File: config.mk
export PLATFORM = sky130hd
export DESIGN_NAME = ram_stream_reader
export DESIGN_NICKNAME = d
export VERILOG_FILES = /design/src/rtl/ram_stream_reader.sv
export SDC_FILE = /design/constraint.sdc
export NUM_CORES = 1
export LEC_CHECK = 0
export CORE_MARGIN = 2
export CORE_UTILIZATION = 45
export DETAILED_ROUTE_END_ITERATION = 10
export GPL_TIMING_DRIVEN = 0
export PLACE_DENSITY = 0.79
export SLEW_MARGIN = 10
export SYNTH_ARGS = -nofsm -noshare
export SYNTH_HDL_FRONTEND = slang
export SYNTH_SLANG_ARGS = --single-unit
File: constraint.sdc
create_clock -name clk -period 2.65 [get_ports clk]
set_clock_uncertainty 0.1 [all_clocks]
set_input_delay 0.795 -clock clk [delete_from_list [all_inputs] [get_ports clk]]
set_output_delay 0.795 -clock clk [all_outputs]
set_load 0.02 [all_outputs]
File: src/rtl/ram_stream_reader.sv
// ram_stream_reader
// -----------------
// Read-side master for the dual-port `ram` block. On an accepted start it
// sweeps the address window base_addr .. base_addr+len_m1 (wrapping modulo
// 2^ADDR_WDT) on one RAM port and streams the words out on a valid/ready
// interface. A 2-entry output FIFO with credit-based issue absorbs the RAM
// read latency (RD_LAT = 0 or 1) and full back-pressure.
//
// Parameters:
//   ADDR_WDT  RAM address width (must match the attached ram)
//   DATA_WDT  RAM data width (must match the attached ram)
//   RD_LAT    RAM read latency, 0 or 1 (must equal the ram DOUT_REG setting)
//
// Ports:
//   clk, rst_n        clock, asynchronous active-low reset
//   start             launch a sweep (only honoured in IDLE)
//   base_addr, len_m1 first address and word count minus one, taken with start
//   busy, done        sweep in progress / one-cycle completion pulse
//   ram_addr, ram_we, ram_din, ram_dout   RAM port (read-only use)
//   m_data, m_valid, m_ready, m_last      output stream
//   sum               (only with RAM_RD_SUM_EN) modulo sum of streamed words
//
// Optional feature macro: RAM_RD_SUM_EN adds the `sum` output and its adder.

module ram_stream_reader #(
    parameter int ADDR_WDT = 10,
    parameter int DATA_WDT = 8,
    parameter int RD_LAT   = 1
) (
    input  logic                clk,
    input  logic                rst_n,
    input  logic                start,
    input  logic [ADDR_WDT-1:0] base_addr,
    input  logic [ADDR_WDT-1:0] len_m1,
    output logic                busy,
    output logic                done,
    output logic [ADDR_WDT-1:0] ram_addr,
    output logic                ram_we,
    output logic [DATA_WDT-1:0] ram_din,
    input  logic [DATA_WDT-1:0] ram_dout,
    output logic [DATA_WDT-1:0] m_data,
    output logic                m_valid,
    input  logic                m_ready,
    output logic                m_last
`ifdef RAM_RD_SUM_EN
    ,
    output logic [DATA_WDT-1:0] sum
`endif
);

    localparam logic [1:0] IDLE  = 2'd0;
    localparam logic [1:0] RUN   = 2'd1;
    localparam logic [1:0] DRAIN = 2'd2;

    localparam logic [ADDR_WDT-1:0] ADDR_ONE = 1;

    logic [1:0]          state;
    logic [ADDR_WDT-1:0] addr;
    logic [ADDR_WDT-1:0] len_reg;
    logic [ADDR_WDT-1:0] issue_cnt;

    logic accept;
    logic issue;
    logic issue_last;
    logic issue_d1;
    logic last_d1;
    logic cap;
    logic cap_last;
    logic pop;
    logic can_issue;

    logic [DATA_WDT-1:0] fifo_data [2];
    logic                fifo_last [2];
    logic                rd_ptr;
    logic                wr_ptr;
    logic [1:0]          occ;
    logic [2:0]          committed;

    // A start in the done cycle must not relaunch, even though state is
    // already back in IDLE at that point.
    assign accept = (state == IDLE) && start && !done;
    assign busy   = (state != IDLE);

    assign ram_addr = addr;
    assign ram_we   = 1'b0;
    assign ram_din  = '0;

    assign m_valid = (occ != 2'd0);
    assign m_data  = fifo_data[rd_ptr];
    assign m_last  = m_valid && fifo_last[rd_ptr];
    assign pop     = m_valid && m_ready;

    // Words already committed to the FIFO: those stored plus the read whose
    // data lands at this edge (only exists when the RAM output is registered).
    // A new read is allowed only if, after this cycle's pop, there is still a
    // free slot waiting for it, so the FIFO can never overflow.
    assign committed  = {1'b0, occ} + ((RD_LAT == 0) ? 3'd0 : {2'b00, issue_d1});
    assign can_issue  = committed < (3'd2 + {2'b00, pop});
    assign issue      = (state == RUN) && can_issue;
    assign issue_last = (issue_cnt == len_reg);

    // Capture point: same edge as the issue for a combinational RAM, one edge
    // later for a registered RAM.
    assign cap      = (RD_LAT == 0) ? issue : issue_d1;
    assign cap_last = (RD_LAT == 0) ? (issue && issue_last) : last_d1;

    // Sweep control: address/counter stepping and the IDLE/RUN/DRAIN sequence.
    always_ff @(posedge clk or negedge rst_n) begin
        if (!rst_n) begin
            state     <= IDLE;
            addr      <= '0;
            len_reg   <= '0;
            issue_cnt <= '0;
            done      <= 1'b0;
        end else begin
            done <= 1'b0;
            case (state)
                IDLE: begin
                    if (accept) begin
                        addr      <= base_addr;
                        len_reg   <= len_m1;
                        issue_cnt <= '0;
                        state     <= RUN;
                    end
                end
                RUN: begin
                    if (issue) begin
                        addr <= addr + ADDR_ONE;
                        if (issue_last) begin
                            state <= DRAIN;
                        end else begin
                            issue_cnt <= issue_cnt + ADDR_ONE;
                        end
                    end
                end
                DRAIN: begin
                    if (pop && m_last) begin
                        done  <= 1'b1;
                        state <= IDLE;
                    end
                end
                default: state <= IDLE;
            endcase
        end
    end

    // Tracks the read that is inside a registered RAM for one cycle, together
    // with whether it is the final word of the sweep.
    always_ff @(posedge clk or negedge rst_n) begin
        if (!rst_n) begin
            issue_d1 <= 1'b0;
            last_d1  <= 1'b0;
        end else begin
            issue_d1 <= issue;
            last_d1  <= issue && issue_last;
        end
    end

    // Two-entry output FIFO; the head entry drives the stream so data and
    // last stay put for as long as the consumer stalls.
    always_ff @(posedge clk or negedge rst_n) begin
        if (!rst_n) begin
            fifo_data[0] <= '0;
            fifo_data[1] <= '0;
            fifo_last[0] <= 1'b0;
            fifo_last[1] <= 1'b0;
            rd_ptr       <= 1'b0;
            wr_ptr       <= 1'b0;
            occ          <= 2'd0;
        end else begin
            if (cap) begin
                fifo_data[wr_ptr] <= ram_dout;
                fifo_last[wr_ptr] <= cap_last;
                wr_ptr            <= ~wr_ptr;
            end
            if (pop) begin
                rd_ptr <= ~rd_ptr;
            end
            case ({cap, pop})
                2'b10:   occ <= occ + 2'd1;
                2'b01:   occ <= occ - 2'd1;
                default: occ <= occ;
            endcase
        end
    end

`ifdef RAM_RD_SUM_EN
    // Running modulo sum of delivered words; holds after done until the next
    // accepted start clears it.
    always_ff @(posedge clk or negedge rst_n) begin
        if (!rst_n) begin
            sum <= '0;
        end else if (accept) begin
            sum <= '0;
        end else if (pop) begin
            sum <= sum + m_data;
        end
    end
`endif

endmodule

==> results of run 1 <==
[per-stage QoR]
step | TNS [ns] | cell area (µm²)
final | 0 | 3840
after global routing | 0 | 3840
after detailed placement | -0.0578 | 3630
after floorplan | 0 | 3000
after CTS | -0.0540 | 3820
after global placement | -62.61 | 3630
[what timing repair did]
action | in CTS | in global routing
setup buffers | 1 | 3
resized for setup | 10 | 0
endpoints found under the setup margin | 9 | 1
[logic make-up (layout without fill, tap and decap cells)]
family / after synthesis / count (layout) / synth area share, %
muxes: 29 / 29 / 10.9
AOI/OAI and AO/OA: 56 / 56 / 12.6
DFF: 57 / 57 / 48.0
adders and majority gates: 5 / 5 / 2.10
other: 1 / 9 / 0.126
buffers and inverters: 29 / 101 / 5.89
and+or+nand+nor: 99 / 99 / 15.8
xor gates and xnor gates: 15 / 15 / 4.67
[worst max-delay path: stages, from the launching register on]
cell             delay, ns
dfrtp_2               0.44
mux2i_2               0.18
nor2_1                0.10
clkdlybuf4s50_1       0.60
[worst paths after layout]
kind	startpoint	endpoint	slack, ns	cells past startpoint
min in group clk	len_reg[2]	len_reg[2]	0.40	2
min	rst_n	occ[1]	0.40	1
min reg2reg	len_reg[2]	len_reg[2]	0.40	2
max	rd_ptr	m_last	0.10	3
max reg2reg	occ[0]	ram_addr[6]	0.53	7
max in group asynchronous	rst_n	rd_ptr	1.53	1
[cells in the mapped netlist, types with 2 or more instances]
library cell and instances:
mux2_2 26, a22oi_1 2, buf_4 10, dfrtp_1 57, nand4_1 5, inv_1 7, clkbuf_1 3, buf_2 5
o21ai_2 2, a32oi_1 2, nand3_1 11, o22ai_1 4, nor3_1 5, a31oi_1 5, o21ai_0 7, nor2b_1 2
o2bb2a_1 2, nand2_1 50, o21ai_1 6, nor2_1 14, xnor2_1 12, o311ai_1 3, mux2i_1 3, xor2_1 2
nand2b_1 3, buf_6 3, o211ai_1 3, ha_1 5, a21oi_1 12
[power by group]
group	internal, W	switching (W)	total (W)	leakage (nW)
Combinational	0.00117	0.00131	0.00248	0.904
Clock	0.000453	0.000352	0.000804	0.102
Sequential	0.00127	0.000362	0.00163	0.673
Total	0.00290	0.00202	0.00492	1.68
[cell type report]
class / instances / area share [%]
multi-input combinational: 213 / 36.6
clock buffer: 10 / 3.58
buffer: 20 / 3.68
timing repair buffer: 57 / 14.3
tap: 77 / 2.51
sequential: 57 / 37.1
inverter: 8 / 0.781
clock inverter: 6 / 1.50
[layer usage]
layer	vias to the layer above	global-route usage, %	part of all wire [%]
met5	-	0	0
met4	0	9.24	2.2
met3	14	3.70	5.0
met2	72	29.5	46
met1	1144	25.6	47
li1	1167	-	-
==> impl.org, run 1 <==
** Status
- The flow ran to the end, and the final reports show no timing, DRC or antenna violations.

** STA
- Worst setup margin :: 0.104 ns
- Measured against its own limit, the worst slew margin works out to 47.2%.
- Final setup violation count :: 0
- Subtracting the final worst setup slack from the clock period gives 2.55 ns.
- The final count of hold timing violations was 0.
- Number of max-slew violations in the final report :: 0
- Fmax :: 393 MHz
- At the pin with the least slew margin, the transition time is 0.790 ns.
- The worst path uses 96.1% of the clock period.
- The tightest hold path in the finished design has a slack of 0.399 ns.
- Setup repair after global routing left no endpoint under its margin.

** Final layout
- Measured on the finished design, the core utilization comes to 60.2%.
- Commonest cells after routing, fill and taps aside :: 56 x dfrtp_1, 50 x nand2_1, 44 x clkdlybuf4s50_1, 26 x mux2_2, 15 x buf_4
- The register with the most flip-flops in the layout has 16 of them.
- Leaving out fill and tap cells, the most frequent cell in the layout is dfrtp_1.
- Counting flops per register, the top entry is fifo_data.
- Diode count :: 0
- In the final layout, flip-flops and latches occupy 0.00143 mm².
- Fraction of layout cells with a size suffix above 1 :: 19.9%
- Area Overhead vs Synth :: 29.3%
- The net count of the finished layout is 403.
- The finished layout holds 448 standard cells, fillers aside.
- The multi-input combinational cells in the finished layout cover a total of 0.00141 mm².
- After filler insertion, the fill cell instance count of the layout stands at 542.

** Die
- After floorplanning, the core was sized to cover 0.00639 mm².
- For this design the top-level I/O count stands at 63.
- Initial cell density of the core :: 46.6%
- Overall die height :: 85.3 µm
- The floorplan step defined a die boundary enclosing 0.00728 mm².
- In this run the core area contains 29 standard-cell rows.
- Overall die width :: 85.3 µm

** Clocking
- TritonCTS created 9 clock buffers.
- Buffer depth of the longest clock path :: 2
- Clock latency on the worst-skew pair, taken at its later pin, is 0.33 ns.
- CTS built an H-tree with a depth of 3.
- Sink count of the clock tree :: 57
- TritonCTS built the clock tree.
- Clock tree synthesis selected as its root buffer the cell clkbuf_8.
- The number of hold buffers added after CTS was 0.
- After clock tree synthesis, the clock-pin slew on the worst setup and hold paths is 0.07 ns.

** Drt
- Vias :: 2,397
- First-iteration detailed-routing DRC count :: 107
- In the routed layout, each cell is associated on average with a via count of 5.35.
- The first detailed-routing pass ran for 4 iterations.
- After detailed routing, the average wire length per cell comes to 14.5 µm.
- The detail route stage leaves a number of antenna-violating nets equal to 0.
- After detailed routing, the number of remaining DRC violations is 0.
- After detailed routing, the total wire length is 6.51 mm.

** Power
- Leakage power figure :: 1.68 nW
- In this run the power density over the cells is 1280 mW/mm².
- Across the VDD grid, the largest voltage drop is 0.000591 V.
- The completed layout was analyzed and its total power is 0.00492 W.

** Global route
- Global-route congestion overflow total :: 0
- Number of global-route vias before repair :: 2,346
- Initial antenna violation count :: 0
- Maximum number of pins on one net before global-route repair :: 58
- Total track usage :: 19.0%
- The first global-routing pass estimated 11.0 mm of wire.

** Flow run
- Across the run, the number of max-cap violations was 0.

** Placement
- Number of placed cells counting well taps :: 429
- HPWL after detailed placement :: 4.58 mm
- The count of buffers added on input and output ports is 53.
- Final RePlAce weighted congestion :: 0.864
- Pre-CTS setup slack :: -0.0578 ns

** Synthesis
- Count of flip-flops with a built-in enable after synthesis :: 0
- Main synth FF type :: dfrtp_1
- Counting flops with an async set or reset pin after synthesis yields a share of 100%.
- Top cell type by total area after synthesis :: dfrtp_1
- The share of the Yosys chip area taken by registers is 48.0%.
- Post-synthesis area per instance :: 10.2 µm²
- Proportion of netlist area held by the largest area contributor :: 48.0%
- In this run, synthesis produced a sequential element count of 57.
- For this run, the number of Yosys warnings is 0.
- The cell area that synthesis handed to floorplanning was 0.00297 mm².
- Counting distinct cell types in the post-synthesis netlist gives 49.
- By area the synthesized netlist is led by dfrtp_1 48%, mux2_2 9.8%, nand2_1 6.3%.
- The cell count after synthesis came out at 291.

** Critical path
- In this run the worst path has a maximum fanout of 4.
- The worst setup path is captured at a primary output.
- The worst setup path is of the flop to primary output kind.
- WP data required :: 1.76 ns
- STA classifies the critical path startpoint as a flop.
- Data on the critical path arrives at its endpoint at 1.65 ns.

** Min path
- In this run the worst hold path is classified as input pin to asynchronous set/reset pin.
Note: power is estimated with default switching activity, not from simulation.
==> run 2: changes to the inputs <==
Settings changed: CTS_BUF_LIST from default to sky130_fd_sc_hd__clkbuf_2.
Clock period 2.65 ns to 2.6 ns, I/O delays scaled along.
==> run 2 against run 1 <==
Die area did not move. First-iteration DRC count increased by 51%. Combinational power is 2% higher. Sequential power about the same. Critical path depth is the same. Cell count unchanged. Global-route usage up 0.27 points. Utilization is 1.5 points lower. Wire length increased by 0.63%. Critical path type unchanged. Final area fell by 2.5%. Largest power group unchanged.
==> impl.org, run 2 (synthesized netlist as in run 1, its figures left out) <==
** Die
- The die outline height came to 85.3 µm (unchanged).
- CORE AREA :: 0.00639 mm² (unchanged)
- The width of the die came to 85.3 µm (unchanged).
- Initial cell density of the core :: 46.6% (unchanged)
- Area of the die :: 0.00728 mm² (unchanged)
- Number of primary I/O pins :: 63 (unchanged)
- The total number of placement rows was 29 (unchanged).

** Placement
- The final RePlAce weighted congestion came to 0.864 (unchanged).
- Total cell area at the placement stage :: 0.00363 mm² (unchanged)
- The HPWL after detailed placement is 4.58 mm (unchanged).
- Number of port buffers :: 53 (unchanged)

** Power
- Worst vdd rail ir drop :: 0.000616 V (was 0.000591 V)
- The switching power came to 0.00204 W (was 0.00202 W).
- Ratio of total power to cell area :: 1260 mW/mm² (was 1280 mW/mm²)
- The static leakage came to 1.64 nW (was 1.68 nW).
- The portion of total power attributed to the clock network was 11.6% (was 16.3%).
- The sequential cell fraction of total power was 34.9% (was 33.2%).
- The combinational group share of total power was 53.5% (was 50.5%).
- The switching power as a share of total power was 43.2% (was 41.1%).
- Cell-internal power :: 0.00269 W (was 0.00290 W)

** Global route
- Total track usage :: 19.3% (was 19.0%)
- The total congestion overflow after global routing is 0 (unchanged).
- The largest net degree at the start of global routing was 58 (unchanged).
- Number of global-route vias before repair :: 2,339 (was 2,346)
- The initial antenna violation count is 0 (unchanged).
- Global-route wire length before repair :: 11.0 mm (about the same)

** Status
- Result of the run :: finished, final reports clean (unchanged)

** STA
- Final critical-path share of the clock period :: 96.2%
- The final max-slew violation count was 0 (unchanged).
- Relative slew margins :: 44.9% (was 47.2%)
- The number of endpoints failing setup at the final stage was 0 (unchanged).
- The worst hold slack was 0.235 ns (was 0.399 ns).
- Sum Neg Setup Slack :: 0 ns (unchanged)
- The routed design could run at a clock period as short as 2.50 ns.
- Count of final hold-check violations :: 0 (unchanged)
- Timing would allow up to 400 MHz.
- Setup repair after global routing missed its margin :: false (unchanged)
- The slew of the pin with the lowest slew margin is 0.823 ns (was 0.790 ns).

** Final layout
- The area of all placed cells without fillers came to 0.00375 mm² (was 0.00384 mm²).
- Filler cell count in the final layout :: 551 (was 542)
- The relative area change from synthesis to final layout came to 26.0% (was 29.3%).
- Diode count :: 0 (unchanged)
- The most flop-heavy register was fifo_data (unchanged).
- Core occupancy in the finished layout :: 58.7% (was 60.2%)
- Fraction of layout cells with a size suffix above 1 :: 21.8% (was 19.9%)
- The number of nets in the layout came to 403 (unchanged).
- Commonest cells after routing, fill and taps aside :: 54 x dfrtp_1, 50 x nand2_1, 41 x clkdlybuf4s50_1, 26 x mux2_2 (was 56 x dfrtp_1, 50 x nand2_1, 44 x clkdlybuf4s50_1, 26 x mux2_2, 15 x buf_4)
- Most frequent standard cell in the layout excluding fill and tap cells :: dfrtp_1 (unchanged)
- Max FFs per register :: 16 (unchanged)

** Clocking
- Clock-pin slew of the registers on the worst-case setup and hold paths :: 0.17 ns (was 0.07 ns)
- The CTS sink count was 57 (unchanged).
- The clock buffer count from CTS came to 9 (unchanged).
- Clock tree from TritonCTS :: built (unchanged)
- H-tree Lvls :: 3 (unchanged)
- The worst-case clock buffer depth is 2 (unchanged).
- Total of hold buffers inserted after clock tree synthesis :: 0 (unchanged)
- Root buffer cell :: clkbuf_2 (was clkbuf_8)
- The insertion delay of the later-clocked pin in the worst-skew pair was 0.47 ns (was 0.33 ns).

** Drt
- The DRC violations left came to 0 (unchanged).
- The routed via count divided by cell count was 5.36 (was 5.35).
- The number of DRC violations after detailed-routing iteration 0 was 162 (was 107).
- The length of the first detailed-routing pass in iterations was 4 (unchanged).
- The total via count after detailed routing was 2,403 (was 2,397).
- The final routed wirelength across all metal layers is 6.55 mm (was 6.51 mm).
- Detail-routed net length per standard cell :: 14.6 µm (was 14.5 µm)
- Final antenna-violating net count :: 0 (unchanged)

** Critical path
- The kind of start point of the critical path was a flop (unchanged).
- CP Data Arrival Time :: 1.62 ns (was 1.65 ns)
- The kind of critical path is flop to primary output (unchanged).
- WP data required :: 1.72 ns (was 1.76 ns)
- The category of the worst setup path capture point is a primary output (unchanged).
- The number of cell instances on the worst register-to-register path is 7 (unchanged).
- Biggest fanout along the worst timing path :: 3 (was 4)

** Min path
- The class of the tightest hold or removal check was input pin to asynchronous set/reset pin (unchanged).

** Flow run
- The reported max-cap violation count is 0 (unchanged).
-- run 2: cell types whose count changed in the layout (fill, tap and decap cells not counted), sizes merged --
cell / before / now
clkbuf: 12 / 17
clkdlybuf4s15: 0 / 3
clkdlybuf4s50: 44 / 41
clkinv: 4 / 5
dlygate4sd2: 8 / 1
dlymetal6s2s: 0 / 1
-- run 2: path summary, 6_finish.rpt --
check	from	to	slack, ns
max	rd_ptr	m_data[1]	0.1
min	rst_n	occ[1]	0.24
max reg2reg	occ[0]	ram_addr[6]	0.46
min reg2reg	wr_ptr	wr_ptr	0.41
max in group asynchronous	rst_n	state[0]	1.64
min in group clk	wr_ptr	wr_ptr	0.41
-- run 2: power by group through the flow --
stage / clock, W / combinational (W) / sequential (W)
after global placement: 0 / 0.00249 / 0.00163
after floorplan: 0 / 0.00171 / 0.00166
after global routing: 0.000599 / 0.00281 / 0.00171
after CTS: 0.000557 / 0.00256 / 0.00165
after detailed placement: 0 / 0.00257 / 0.00166
final: 0.000548 / 0.00253 / 0.00165
-- run 2: metal layers --
layer / share of wire [%] / global-route usage, % / vias to the layer above
li1: - / - / 1174
met1: 46 / 25.6 / 1140
met2: 47 / 29.7 / 75
met3: 5.4 / 4.28 / 14
met4: 2.0 / 9.81 / 0
met5: 0 / 0 / -
-- run 2: cell type report --
cell class | instances | area, µm² | area share [%]
Sequential cell | 57 | 1430 | 38.2
Multi-Input combinational cell | 213 | 1420 | 37.8
Timing Repair Buffer | 57 | 529 | 14.1
Buffer | 20 | 141 | 3.77
Tap cell | 77 | 96.3 | 2.57
Clock inverter | 7 | 61.3 | 1.64
Clock buffer | 9 | 45.0 | 1.20
Inverter | 8 | 30.0 | 0.801
-- run 2: per-stage QoR --
| step | setup WS (ns) | power [W] | instances |
|---|---|---|---|
| finish | 0.0975 | 0.00473 | 448 |
| global route | 0.0179 | 0.00512 | 448 |
| CTS | 0.000586 | 0.00477 | 448 |
| detailed placement | -0.0928 | 0.00424 | 429 |
| global placement | -1.13 | 0.00413 | 429 |
| floorplan | 0.592 | 0.00338 | 299 |
-- run 2: what timing repair did --
action / CTS / global route
endpoints found under the setup margin: 11 / 10
buffers inserted: 4 / 0
gates resized for setup: 16 / 16
-- run 2: worst max-delay path, cell delays in order, from the launching register on --
cell and delay [ns]:
dfrtp_2 0.44, buf_4 0.15, mux2_2 0.26, clkdlybuf4s15_1 0.30
==> run 3: changes to the inputs <==
Settings changed: ABC_CLOCK_PERIOD_IN_PS from default to 2600.
==> results of run 3 <==
Final layout, timing and power as in run 2 (identical DEF).
